===== src/rtl/switch_bounce_gen.sv =====
// -----------------------------------------------------------------------------
// switch_bounce_gen
//
// Mechanical-switch emulator: the driving end of a switch-to-debouncer link.
// A clean requested level on level_in is turned into a bouncy waveform on sw.
// The leading edge is guaranteed, then LFSR-driven chatter follows for a fixed
// window of BOUNCE_TICKS * TICK_DIV cycles, and finally sw settles to the new
// level. Isolated single glitches of GLITCH_CYCLES width can be injected on
// request while idle. The LFSR is seedable, so bounce patterns are repeatable.
//
// Parameters
//   TICK_DIV        clock cycles per bounce tick
//   BOUNCE_TICKS    bounce window length in ticks (1..15)
//   CHATTER_CYCLES  clock cycles between LFSR advances during bounce
//   GLITCH_CYCLES   width of an injected glitch in cycles (>= 1)
//   LFSR_SEED       LFSR reset value (0 is replaced by 16'h0001)
//
// Ports
//   clk           in   system clock, rising edge
//   reset         in   asynchronous, active-low reset
//   level_in      in   clean requested switch level
//   glitch_req    in   one-cycle pulse: inject one glitch while idle
//   sw            out  emulated bouncy switch output (registered)
//   stable_level  out  last settled level
//   busy          out  high while bouncing or glitching
//   done          out  one-cycle pulse when a bounce window completes
//   edge_cnt      out  [15:0] sw transitions since window start, saturating
//                      (present only with SWITCH_BOUNCE_GEN_EDGE_CNT_EN)
//
// Optional feature macro: SWITCH_BOUNCE_GEN_EDGE_CNT_EN
// -----------------------------------------------------------------------------
module switch_bounce_gen #(
    parameter int unsigned TICK_DIV       = 1000000,
    parameter int unsigned BOUNCE_TICKS   = 2,
    parameter int unsigned CHATTER_CYCLES = 5000,
    parameter int unsigned GLITCH_CYCLES  = 20000,
    parameter logic [15:0] LFSR_SEED      = 16'hACE1
) (
    input  logic        clk,
    input  logic        reset,
    input  logic        level_in,
    input  logic        glitch_req,
    output logic        sw,
    output logic        stable_level,
    output logic        busy,
    output logic        done
`ifdef SWITCH_BOUNCE_GEN_EDGE_CNT_EN
    ,
    output logic [15:0] edge_cnt
`endif
);

    localparam int unsigned CYC_W  = (TICK_DIV > 1) ? $clog2(TICK_DIV) : 1;
    localparam int unsigned CHAT_W = (CHATTER_CYCLES > 1) ? $clog2(CHATTER_CYCLES) : 1;
    localparam int unsigned GLT_W  = (GLITCH_CYCLES > 1) ? $clog2(GLITCH_CYCLES) : 1;
    localparam int unsigned TICK_W = 4;

    localparam logic [CYC_W-1:0]  CYC_LAST  = CYC_W'(TICK_DIV - 1);
    localparam logic [CHAT_W-1:0] CHAT_LAST = CHAT_W'(CHATTER_CYCLES - 1);
    localparam logic [GLT_W-1:0]  GLT_LAST  = GLT_W'(GLITCH_CYCLES - 1);
    localparam logic [TICK_W-1:0] TICK_END  = TICK_W'(BOUNCE_TICKS);

    // An all-zero Fibonacci LFSR would lock up, so a zero seed is remapped.
    localparam logic [15:0] SEED_EFF = (LFSR_SEED == 16'h0000) ? 16'h0001 : LFSR_SEED;

    typedef enum logic [1:0] {
        S_IDLE   = 2'd0,
        S_BOUNCE = 2'd1,
        S_GLITCH = 2'd2
    } state_t;

    // 16-bit Fibonacci LFSR, taps 16,14,13,11, shifting left into bit 0.
    function automatic logic [15:0] lfsr_step(input logic [15:0] s);
        return {s[14:0], s[15] ^ s[13] ^ s[12] ^ s[10]};
    endfunction

    state_t              state_q, state_d;
    logic                lvl_s_q;
    logic                target_q, target_d;
    logic                stable_q, stable_d;
    logic                sw_q, sw_d;
    logic                done_q, done_d;
    logic [15:0]         lfsr_q, lfsr_d;
    logic [CYC_W-1:0]    cyc_q, cyc_d;
    logic [TICK_W-1:0]   tick_q, tick_d;
    logic [CHAT_W-1:0]   chat_q, chat_d;
    logic [GLT_W-1:0]    glt_q, glt_d;
    logic                win_start;

    always_ff @(posedge clk or negedge reset) begin
        if (!reset) begin
            state_q  <= S_IDLE;
            lvl_s_q  <= 1'b0;
            target_q <= 1'b0;
            stable_q <= 1'b0;
            sw_q     <= 1'b0;
            done_q   <= 1'b0;
            lfsr_q   <= SEED_EFF;
            cyc_q    <= '0;
            tick_q   <= '0;
            chat_q   <= '0;
            glt_q    <= '0;
        end else begin
            state_q  <= state_d;
            lvl_s_q  <= level_in;
            target_q <= target_d;
            stable_q <= stable_d;
            sw_q     <= sw_d;
            done_q   <= done_d;
            lfsr_q   <= lfsr_d;
            cyc_q    <= cyc_d;
            tick_q   <= tick_d;
            chat_q   <= chat_d;
            glt_q    <= glt_d;
        end
    end

    always_comb begin
        state_d   = state_q;
        target_d  = target_q;
        stable_d  = stable_q;
        sw_d      = sw_q;
        done_d    = 1'b0;
        lfsr_d    = lfsr_q;
        cyc_d     = cyc_q;
        tick_d    = tick_q;
        chat_d    = chat_q;
        glt_d     = glt_q;
        win_start = 1'b0;

        case (state_q)
            S_IDLE: begin
                sw_d = stable_q;
                // A level change wins over a simultaneous glitch request.
                if (lvl_s_q != stable_q) begin
                    state_d   = S_BOUNCE;
                    target_d  = lvl_s_q;
                    sw_d      = lvl_s_q;
                    cyc_d     = '0;
                    tick_d    = '0;
                    chat_d    = '0;
                    win_start = 1'b1;
                end else if (glitch_req) begin
                    state_d = S_GLITCH;
                    sw_d    = ~stable_q;
                    glt_d   = '0;
                end
            end

            S_BOUNCE: begin
                if (lvl_s_q != target_q) begin
                    // Reversal mid-window: the window starts over towards the
                    // new target with a fresh leading edge. The LFSR keeps its
                    // state so the chatter sequence continues where it was.
                    target_d  = lvl_s_q;
                    sw_d      = lvl_s_q;
                    cyc_d     = '0;
                    tick_d    = '0;
                    chat_d    = '0;
                    win_start = 1'b1;
                end else begin
                    if (chat_q == CHAT_LAST) begin
                        chat_d = '0;
                        lfsr_d = lfsr_step(lfsr_q);
                    end else begin
                        chat_d = chat_q + 1'b1;
                    end

                    if (cyc_q == CYC_LAST) begin
                        cyc_d  = '0;
                        tick_d = tick_q + 1'b1;
                    end else begin
                        cyc_d = cyc_q + 1'b1;
                    end

                    if (tick_d == TICK_END) begin
                        state_d  = S_IDLE;
                        stable_d = target_q;
                        sw_d     = target_q;
                        done_d   = 1'b1;
                    end else begin
                        sw_d = lfsr_q[0];
                    end
                end
            end

            S_GLITCH: begin
                // level_in and glitch_req are deliberately not looked at here;
                // a pending level change is picked up once back in IDLE.
                sw_d = ~stable_q;
                if (glt_q == GLT_LAST) begin
                    state_d = S_IDLE;
                    sw_d    = stable_q;
                end else begin
                    glt_d = glt_q + 1'b1;
                end
            end

            default: begin
                state_d = S_IDLE;
            end
        endcase
    end

    assign sw           = sw_q;
    assign stable_level = stable_q;
    assign busy         = (state_q != S_IDLE);
    assign done         = done_q;

`ifdef SWITCH_BOUNCE_GEN_EDGE_CNT_EN
    logic [15:0] edge_cnt_q, edge_cnt_d;

    // Counted on the edge where sw changes, so the settling edge is already
    // included while done is high. The window's own leading edge survives the
    // clear on entry.
    always_comb begin
        edge_cnt_d = edge_cnt_q;
        if (win_start) begin
            edge_cnt_d = {15'd0, (sw_d != sw_q)};
        end else if ((sw_d != sw_q) && (edge_cnt_q != 16'hFFFF)) begin
            edge_cnt_d = edge_cnt_q + 16'd1;
        end
    end

    always_ff @(posedge clk or negedge reset) begin
        if (!reset) begin
            edge_cnt_q <= 16'd0;
        end else begin
            edge_cnt_q <= edge_cnt_d;
        end
    end

    assign edge_cnt = edge_cnt_q;
`else
    logic unused_win_start;
    assign unused_win_start = win_start;
`endif

endmodule


===== config.mk =====
export PLATFORM = sky130hd
export DESIGN_NAME = switch_bounce_gen
export DESIGN_NICKNAME = d
export VERILOG_FILES = /design/src/rtl/switch_bounce_gen.sv
export SDC_FILE = /design/constraint.sdc
export NUM_CORES = 1
export LEC_CHECK = 0
export ABC_AREA = 0
export BUFFER_PORTS_ARGS = -buffer_cell sky130_fd_sc_hd__buf_4
export CAP_MARGIN = 25
export CORE_ASPECT_RATIO = 0.9
export CORE_MARGIN = 2
export CORE_UTILIZATION = 35
export CTS_CLUSTER_SIZE = 30
export DETAILED_ROUTE_END_ITERATION = 8
export PLACE_DENSITY = 0.5
export SLEW_MARGIN = 20
export SYNTH_ARGS = -nofsm -noshare
export SYNTH_HDL_FRONTEND = slang
export SYNTH_SLANG_ARGS = --single-unit

===== constraint.sdc =====
create_clock -name clk -period 3.1 [get_ports clk]
set_input_delay 0.62 -clock clk [delete_from_list [all_inputs] [get_ports clk]]
set_output_delay 0.62 -clock clk [all_outputs]
set_load 0.1 [all_outputs]

==> results of run 1 <==
[metrics by stage]
step           cell area [µm²]  utilization [%]  hold slack, ps  cells  worst slack (ps)
2_1_floorplan             3920                -             324    405               404
3_3_place_gp              4200             38.7             472    564               461
3_5_place_dp              4200             38.7             481    564               445
4_1_cts                   4520             41.7             384    580               432
5_1_grt                   4550             41.9             237    581               298
6_report                  4550             41.9             216    581               433
[power breakdown]
part           internal, mW  total, mW  leakage (nW)  switching (mW)
registers             0.994       1.01          1.00          0.0166
logic                0.0435      0.128         0.791          0.0847
clock network         0.710       1.14         0.160           0.428
[metal layers]
layer	part of all wire (%)	track usage, %	vias to the layer above
met1	52	22.9	1492
met5	0	0	-
met2	44	22.2	29
li1	-	-	1521
met4	1.3	4.73	0
met3	2.7	3.85	10
[final timing paths]
| path | start | to | cells past startpoint |
|---|---|---|---|
| setup / recovery | cyc_q[13] | stable_level | 6 |
| setup reg to reg | cyc_q[13] | stable_level | 6 |
| hold / removal | reset | chat_q[6] | 1 |
| hold reg to reg | chat_q[12] | chat_q[12] | 1 |
| max in group asynchronous | reset | cyc_q[9] | 2 |
| min in group clk | level_in | lvl_s_q | 1 |
[worst max-delay path: cells and delay by family, from the launching register on]
kind	cells	cell delay, ps
DFF	1	450
AOI/OAI and AO/OA	1	110
and+or+nand+nor	4	1690
muxes	1	310
[cell usage in the layout, fill, tap and decap left out, drive strengths merged, types with 2 or more instances in the layout]
master and instances:
or3 3, o211ai 2, clkinv 4, nor2 36, nand4 13, or4 7, a21o 2, nor2b 4
a31oi 10, nand3b 2, a22o 2, nand4b 2, nand2 47, ha 8, nand3 15, xor2 14
clkbuf 9, o21ai 52, and2 3, o41ai 3, and3 10, a21oi 10, and4 4, a211oi 2
nor3 5, dfrtp 67, buf 18, inv 11, xnor2 12, dfstp 8, mux2 17, nor4 3
bufinv 2, o31ai 7
[flip-flops by register name, indices dropped and copies added, names as in the netlist, 2 cells and up]
signal,count
chat_q,13
cyc_q,20
glt_q,15
lfsr_q,16
state_q,2
tick_q,4
[final cells by class]
type	instances	area, µm²	share of cell area [%]
Sequential cell	75	1890	41.5
Clock buffer	9	225	4.95
Timing Repair Buffer	18	155	3.41
Inverter	10	37.5	0.825
Tap cell	152	190	4.18
Multi-Input combinational cell	310	1950	43.0
Clock inverter	7	100	2.20
[kinds of logic (layout without fill, tap and decap cells)]
family	Yosys count	count (layout)
adder cells (fa/ha/maj)	8	8
buffers and inverters	20	44
XOR/XNOR	26	26
multiplexers	17	17
AND/OR/NAND/NOR	161	161
flip-flops	75	75
AO/OA/AOI/OAI	98	98
==> metrics.yaml, run 1 <==
run_status:
  outcome: "completed"
placed_design:
  io_buffers: 7
  place.gp.congestion: 0.811
  hpwlAfterDp_um: 5590
grt:
  grt_pass1_vias: 2970
  antenna_found_initial: 0
  grt.overflow.total: 0
  grt_pass1_wl_um: 14900
  grt_usage_pct: 15.5
  grt_max_degree: 76
critical_path:
  r2r_setup_slack_ps: 430
  crit_path_frequent_cell: "or4_4"
  crit_type: "flip-flop to flip-flop"
  slowest_delay_ps: 540
  cp_slowest_cell: "or4_4"
  required_ps: 3320
  crit_path_start_kind: "flip-flop"
  arrival_ps: 2880
  cp_cell_sequence: "or4_4 > or4_4 > or3_1 > o21ai_2 > and3_4 > mux2_1"
  cp_max_fo: 8
  worstSetupEndpointType: "flip-flop"
route:
  antenna_left: 0
  vias: 3052
  avgViaCountPerCell: 5.25
  dr.pass1.iters: 4
  drc: 0
  wl_um: 8440
  wl_per_cell_um: 14.5
  dr.first_iter.drc_count: 160
clock_network:
  cts_resized: 0
  post_cts_buffers: 0
  hold_buffers: 0
  clk_pin_slew_worst_paths_ps: 60
  numCtsBuffers: 9
  cts_tree: "done"
  root_buffer: "clkbuf_16"
  htree_levels: 3
  cts.path.max_buffers: 2
  clk_latency_ps: 330
  cts_sinks: 75
logic_synthesis:
  synth_top_cells_by_area: "dfrtp_1 (43%), o21ai_0 (6.4%), dfstp_2 (5.4%)"
  ys_seq_area_share_pct: 48.1
  synth_edf_count: 0
  synthArstFlopShare_pct: 100
  synthMuxAreaShare_pct: 4.89
  synth_common_cells: "dfrtp_1 (67), o21ai_0 (50), nand2_1 (47)"
  syn-cell-area_um2: 3920
  synth_compound_area_share_pct: 15.2
  synthFlopType: "dfrtp_1"
  yosysUniqueCellTypes: 54
  synth-adder-area-share_pct: 2.55
  syn_avg_cell_area_um2: 9.68
  syn_nets: 417
  synth.most_common_cell: "dfrtp_1"
  syn_inst: 405
  yosysWarnings: 0
  ys_seq_elements: 75
  netlist.area_leader.share_pct: 42.8
  synth_top_family_by_area: "simple AND/OR/NAND/NOR gates"
  synthXorXnorAreaFrac_pct: 5.81
  synthSimpleGateAreaFrac_pct: 21.4
  yosys.area.top_type: "dfrtp_1"
timing:
  fmax_ghz: 0.375
  period_needed_ps: 2670
  slew_headroom_pct: 47.5
  setup_viol: 0
  rsz0062_at_grt: "no"
  fin_crit_sh_pct: 86.0
  tns_ps: 0
  worst-slew-pin-transition_ps: 781
  finalHoldViolations: 0
  drv_slew: 0
  finalClockSkew_ps: 8.40
layout:
  insertedDiodeCount: 0
  nFillCells: 1094
  area_growth_syn_to_layout_pct: 16.1
  drive_above_1_share_pct: 15.4
  fin_nets: 436
floorplanning:
  core_area_um2: 10900
  die_h_um: 104
  top_level_ports: 8
  row_count: 36
  dieArea_um2: 12100
  die_w_um: 116
  initial_utilization_pct: 36.1
power_and_ir_drop:
  power.total_mw: 2.28
  p_per_area_nw_per_um2: 501
  p_leak_nw: 1.95
  ir_worst_vdd_v: 0.000344
hold_path:
  hold_path.class: "input pin to async pin"
flow_run:
  drv_cap: 0
No activity file was read; power rests on OpenSTA's default activity.
==> run 2, diff against run 1 <==
Settings changed: PLACE_DENSITY 0.5 to unset.
Clock period 3.1 ns to 2.5 ns, I/O delays scaled along.
==> run 2 against run 1 <==
Net effect:
- clock skew shrank 5.9 ps
- first-iteration DRC count shrank 7.5%
- combinational power grew 23%
- final cell count grew 2.9%
- cell area grew 2.0%
- clock power grew 11%
- register-to-register slack lost 350 ps
- critical endpoint unchanged
==> metrics.yaml, run 2 (same netlist as run 1, synthesis figures left out) <==
placed_design:
  place.gp.congestion: 0.855  # +5.4%
  io_buffers: 7  # unchanged
  hpwlAfterDp_um: 5980  # +7.0%
layout:
  drive_above_1_share_pct: 19.5  # +4.1 points
  largest_reg_flops: 20  # unchanged
  final_common_cell: "dfrtp_1"
  final_util_pct: 42.7  # +0.83 points
  fin_nets: 453  # +3.9%
  final_cell_mix: "dfrtp_1 (66), o21ai_0 (50), nand2_1 (47)"
  insertedDiodeCount: 0  # unchanged
  area_growth_syn_to_layout_pct: 18.4
  regMostFlops: "cyc_q"
  largestRegisters: "cyc_q (20), lfsr_q (16), glt_q (15)"
critical_path:
  rr_worst_depth: 6  # unchanged
  cp_cell_sequence: "or4_4 > or4_4 > or3_1 > o21ai_2 > and3_4 > mux2_1"
  crit_family: "simple AND/OR/NAND/NOR gates"
  cp_slowest_cell: "or4_4"
  arrival_ps: 2630  # -250 ps
  r2r_setup_slack_ps: 80  # -350 ps
  required_ps: 2710  # -610 ps
  r2r-start: "cyc_q[15]"
  cp_max_fo: 4  # -4
  r2r_end: "stable_level"
  worst-path-buf-inv: 0  # unchanged
  startpoint: "cyc_q[15]"
  slowest_delay_ps: 540  # about the same
  crit_path_start_kind: "flip-flop"
  worstSetupEndpointType: "flip-flop"
  crit_type: "flip-flop to flip-flop"
  crit_path_frequent_cell: "or4_4"
floorplanning:
  die_h_um: 104  # unchanged
  dieArea_um2: 12100  # unchanged
  initial_utilization_pct: 36.1  # unchanged
  row_count: 36  # unchanged
  top_level_ports: 8  # unchanged
  die_w_um: 116  # unchanged
  core_area_um2: 10900  # unchanged
grt:
  grt_pass1_wl_um: 14400  # -3.6%
  grt.overflow.total: 0  # unchanged
  grt_pass1_vias: 3009  # +1.3%
  grt_usage_pct: 14.9  # -0.63 points
  antenna_found_initial: 0  # unchanged
  grt_max_degree: 53  # -30%
clock_network:
  htree_levels: 3  # unchanged
  cts_tree: "done"
  root_buffer: "clkbuf_16"
  cts_sinks: 75  # unchanged
  clk_latency_ps: 330  # about the same
  cts.path.max_buffers: 2  # unchanged
  post_cts_buffers: 0  # unchanged
  clk_pin_slew_worst_paths_ps: 60  # about the same
  numCtsBuffers: 9  # unchanged
route:
  dr.pass1.iters: 4  # unchanged
  drc: 0  # unchanged
  antenna_left: 0  # unchanged
  wl_per_cell_um: 14.0  # -3.6%
  avgViaCountPerCell: 5.26  # +0.15%
  dr.first_iter.drc_count: 148  # -7.5%
  vias: 3146  # +3.1%
  wl_um: 8380  # -0.73%
timing:
  worst-slew-pin-transition_ps: 672  # -109 ps
  fin_crit_sh_pct: 96.8  # +11 points
  rsz0062_at_grt: "no"
  finalHoldViolations: 0  # unchanged
  drv_slew: 0  # unchanged
  finalClockSkew_ps: 2.51  # -5.89 ps
  fmax_ghz: 0.413  # +10%
  slew_headroom_pct: 55.2  # +7.8 points
  setup_viol: 0  # unchanged
  tns_ps: 0  # unchanged
  period_needed_ps: 2420  # -248 ps
flow_run:
  drv_cap: 0  # unchanged
power_and_ir_drop:
  p_leak_nw: 2.01  # +2.9%
  ir_worst_vdd_v: 0.000438  # +28%
  p_per_area_nw_per_um2: 577  # +15%
run_status:
  outcome: "completed"
hold_path:
  hold_path.class: "input pin to async pin"
run 2: how the worst max path moves through the flow:
stage	slack [ps]	end	cells after the start
6_report	80	stable_level	6
5_1_grt	2	cyc_q[8]	7
4_1_cts	40	stable_level	6
3_5_place_dp	50	stable_level	6
3_3_place_gp	70	stable_level	6
2_1_floorplan	60	stable_level	6
run 2: per-stage QoR:
| step | area (µm²) | hold WS (ps) | std cells | setup WS [ps] | total power [mW] |
|---|---|---|---|---|---|
| 4_1_cts | 4630 | 240 | 598 | 42.1 | 2.71 |
| 3_5_place_dp | 4330 | 491 | 582 | 53.0 | 1.43 |
| 3_3_place_gp | 4330 | 469 | 582 | 70.4 | 1.43 |
| 5_1_grt | 4640 | 267 | 598 | 1.62 | 2.78 |
| 2_1_floorplan | 3920 | 204 | 405 | 62.3 | 1.36 |
| 6_report | 4640 | 210 | 598 | 81.0 | 2.68 |
run 2: power breakdown:
| part | switching [mW] | internal [mW] | leakage [nW] | total, mW |
|---|---|---|---|---|
| registers | 0.0180 | 1.23 | 1.00 | 1.25 |
| logic | 0.104 | 0.0525 | 0.868 | 0.157 |
| clock network | 0.499 | 0.768 | 0.141 | 1.27 |
run 2: cell type report:
| type | count | area (µm²) |
|---|---|---|
| Multi-Input combinational cell | 310 | 1970 |
| Fill cell | 1057 | 6220 |
| Tap cell | 152 | 190 |
| Inverter | 10 | 37.5 |
| Timing Repair Buffer | 35 | 263 |
| Sequential cell | 75 | 1890 |
| Clock inverter | 7 | 68.8 |
| Clock buffer | 9 | 225 |
run 2: repair_timing:
item,CTS,global route
endpoints found under the setup margin,0,10
hold buffers,0,0
gates resized for setup,0,3
run 2: per-layer routing:
metal,routed length [µm],vias to the layer above,GRT usage [%]
li1,-,1556,-
met1,4200,1519,21.2
met2,3760,63,22.3
met3,307,8,3.55
met4,108,0,4.39
met5,0,-,0
==> run 3, diff against run 2 <==
Settings changed: BUFFER_PORTS_ARGS -buffer_cell sky130_fd_sc_hd__buf_4 to -buffer_cell sky130_fd_sc_hd__buf_2, CTS_BUF_LIST set to sky130_fd_sc_hd__clkbuf_8, SKIP_CTS_REPAIR_TIMING set to 1.
==> run 3 against run 2 <==
Net effect:
- sequential power about the same
- final cell count decreased by 0.50%
- worst setup slack got worse by 67 ps
- critical path type unchanged
- critical endpoint unchanged
==> metrics.yaml, run 3 (same netlist as run 1, synthesis figures left out) <==
critical_path:
  required_ps: 2750  # +40 ps
  worst-path-buf-inv: 0  # unchanged
  crit_path_start_kind: "flip-flop"
  crit_type: "flip-flop to flip-flop"
  cp_max_fo: 4  # unchanged
  arrival_ps: 2730  # +100 ps
  cp_slowest_cell: "or4_4"
  crit_path_frequent_cell: "or4_4"
  slowest_delay_ps: 550  # about the same
  cp_cell_sequence: "or4_4 > or4_4 > or3_4 > o21ai_2 > and3_4 > mux2_4"
  worstSetupEndpointType: "flip-flop"
  crit_family: "simple AND/OR/NAND/NOR gates"
clock_network:
  htree_levels: 3  # unchanged
  numCtsBuffers: 9  # unchanged
  root_buffer: "clkbuf_8"
  cts.path.max_buffers: 2  # unchanged
  cts_tree: "done"
  clk_pin_slew_worst_paths_ps: 80  # +20 ps
  cts_sinks: 75  # unchanged
  clk_latency_ps: 360  # +30 ps
layout:
  largestRegisters: "cyc_q (20), lfsr_q (16), glt_q (15)"
  fin_nets: 450  # -0.66%
  insertedDiodeCount: 0  # unchanged
  final_common_cell: "dfrtp_1"
  drive_above_1_share_pct: 19.4  # -0.094 points
  final_cell_mix: "dfrtp_1 (66), o21ai_0 (50), nand2_1 (47)"
  regMostFlops: "cyc_q"
  fin_area_um2: 4550  # -2.0%
  layout.cells.non_filler: 595  # -0.50%
  area_growth_syn_to_layout_pct: 16.1
  nFillCells: 1075  # +1.7%
  largest_reg_flops: 20  # unchanged
  multiInputGateArea_um2: 1980  # +0.44%
  final-seq-area_um2: 1890  # unchanged
route:
  drc: 0  # unchanged
  vias: 3088  # -1.8%
  antenna_left: 0  # unchanged
  dr.pass1.iters: 4  # unchanged
  dr.first_iter.drc_count: 99  # -33%
  avgViaCountPerCell: 5.19  # -1.3%
  wl_um: 8430  # +0.54%
  wl_per_cell_um: 14.2  # +1.0%
timing:
  setup_viol: 0  # unchanged
  worst-slew-pin-transition_ps: 830  # +158 ps
  fin_crit_sh_pct: 99.4  # +2.7 points
  hold_slack_ps: 232  # +22.4 ps
  rsz0062_at_grt: "yes"
  tns_ps: 0  # unchanged
  slew_headroom_pct: 44.7  # -11 points
  period_needed_ps: 2490  # +66.5 ps
  fmax_ghz: 0.402  # -2.7%
  finalClockSkew_ps: 10.3  # +7.77 ps
  drv_slew: 0  # unchanged
  finalHoldViolations: 0  # unchanged
floorplanning:
  die_w_um: 116  # unchanged
  top_level_ports: 8  # unchanged
  core_area_um2: 10900  # unchanged
  die_h_um: 104  # unchanged
  initial_utilization_pct: 36.1  # unchanged
  dieArea_um2: 12100  # unchanged
  row_count: 36  # unchanged
hold_path:
  hold_path.class: "input pin to async pin"
placed_design:
  io_buffers: 7  # unchanged
  place.gp.congestion: 0.793  # -7.2%
  dp.cells: 579  # -0.52%
  hpwlAfterDp_um: 5800  # -2.9%
  dpl_cell_area_um2: 4300  # -0.87%
power_and_ir_drop:
  p_leak_nw: 1.97  # -2.1%
  ir_worst_vdd_v: 0.000240  # -45%
  p_per_area_nw_per_um2: 545  # -5.5%
  power.total_mw: 2.48  # -7.4%
grt:
  grt_pass1_wl_um: 14900  # +3.4%
  grt.overflow.total: 0  # unchanged
  grt_pass1_vias: 3073  # +2.1%
  grt_max_degree: 67  # +26%
  grt_usage_pct: 15.4  # +0.54 points
  antenna_found_initial: 0  # unchanged
run_status:
  outcome: "completed"
flow_run:
  drv_cap: 0  # unchanged
==> run 3: changes by cell type in the layout (fill, tap and decap cells not counted), sizes merged <==
cell,change
clkbuf,+2
clkinvlp,-1
buf,-3
bufinv,+1
inv,+1
clkinv,-3
==> run 3: layout make-up <==
class,count,share of cell area (%)
multi-input cells,310,43.4
clock buffers,11,3.33
repair buffers,32,5.03
clock inverters,5,1.68
flip-flops and latches,75,41.5
well taps,152,4.18
inverters,10,0.825
==> run 3: worst paths after layout <==
| kind | from | endpoint | slack (ps) | cells after the start |
|---|---|---|---|---|
| min | reset | chat_q[7] | 230 | 1 |
| max in group asynchronous | reset | glt_q[6] | 1570 | 2 |
| max reg2reg | cyc_q[15] | stable_level | 10 | 6 |
| max | cyc_q[15] | stable_level | 10 | 6 |
| min in group clk | level_in | lvl_s_q | 240 | 1 |
| min reg2reg | cyc_q[19] | cyc_q[19] | 500 | 1 |
==> run 3: power by group <==
part,internal (mW),switching [mW]
logic,0.0499,0.104
clock network,0.611,0.463
registers,1.23,0.0185
total,1.89,0.586
==> run 3: stage by stage <==
stage	worst slack, ps	utilization (%)
after floorplan	62.3	-
after global placement	57.1	39.6
after detailed placement	47.7	39.6
after CTS	27.2	41.7
after global routing	-27.8	41.9
final	14.5	41.9
==> run 3: worst register-to-register path, stage by stage, from the launching register on <==
cell	delay, ps
dfrtp_1	410
or4_4	550
or4_4	450
or3_4	380
o21ai_2	70
and3_4	210
mux2_4	300
==> run 3: routing by layer <==
metal,wire length (µm),up-vias,global-route usage [%]
li1,-,1543,-
met1,4190,1492,22.1
met2,3750,37,22.1
met3,270,16,2.68
met4,217,0,7.92
met5,0,-,0
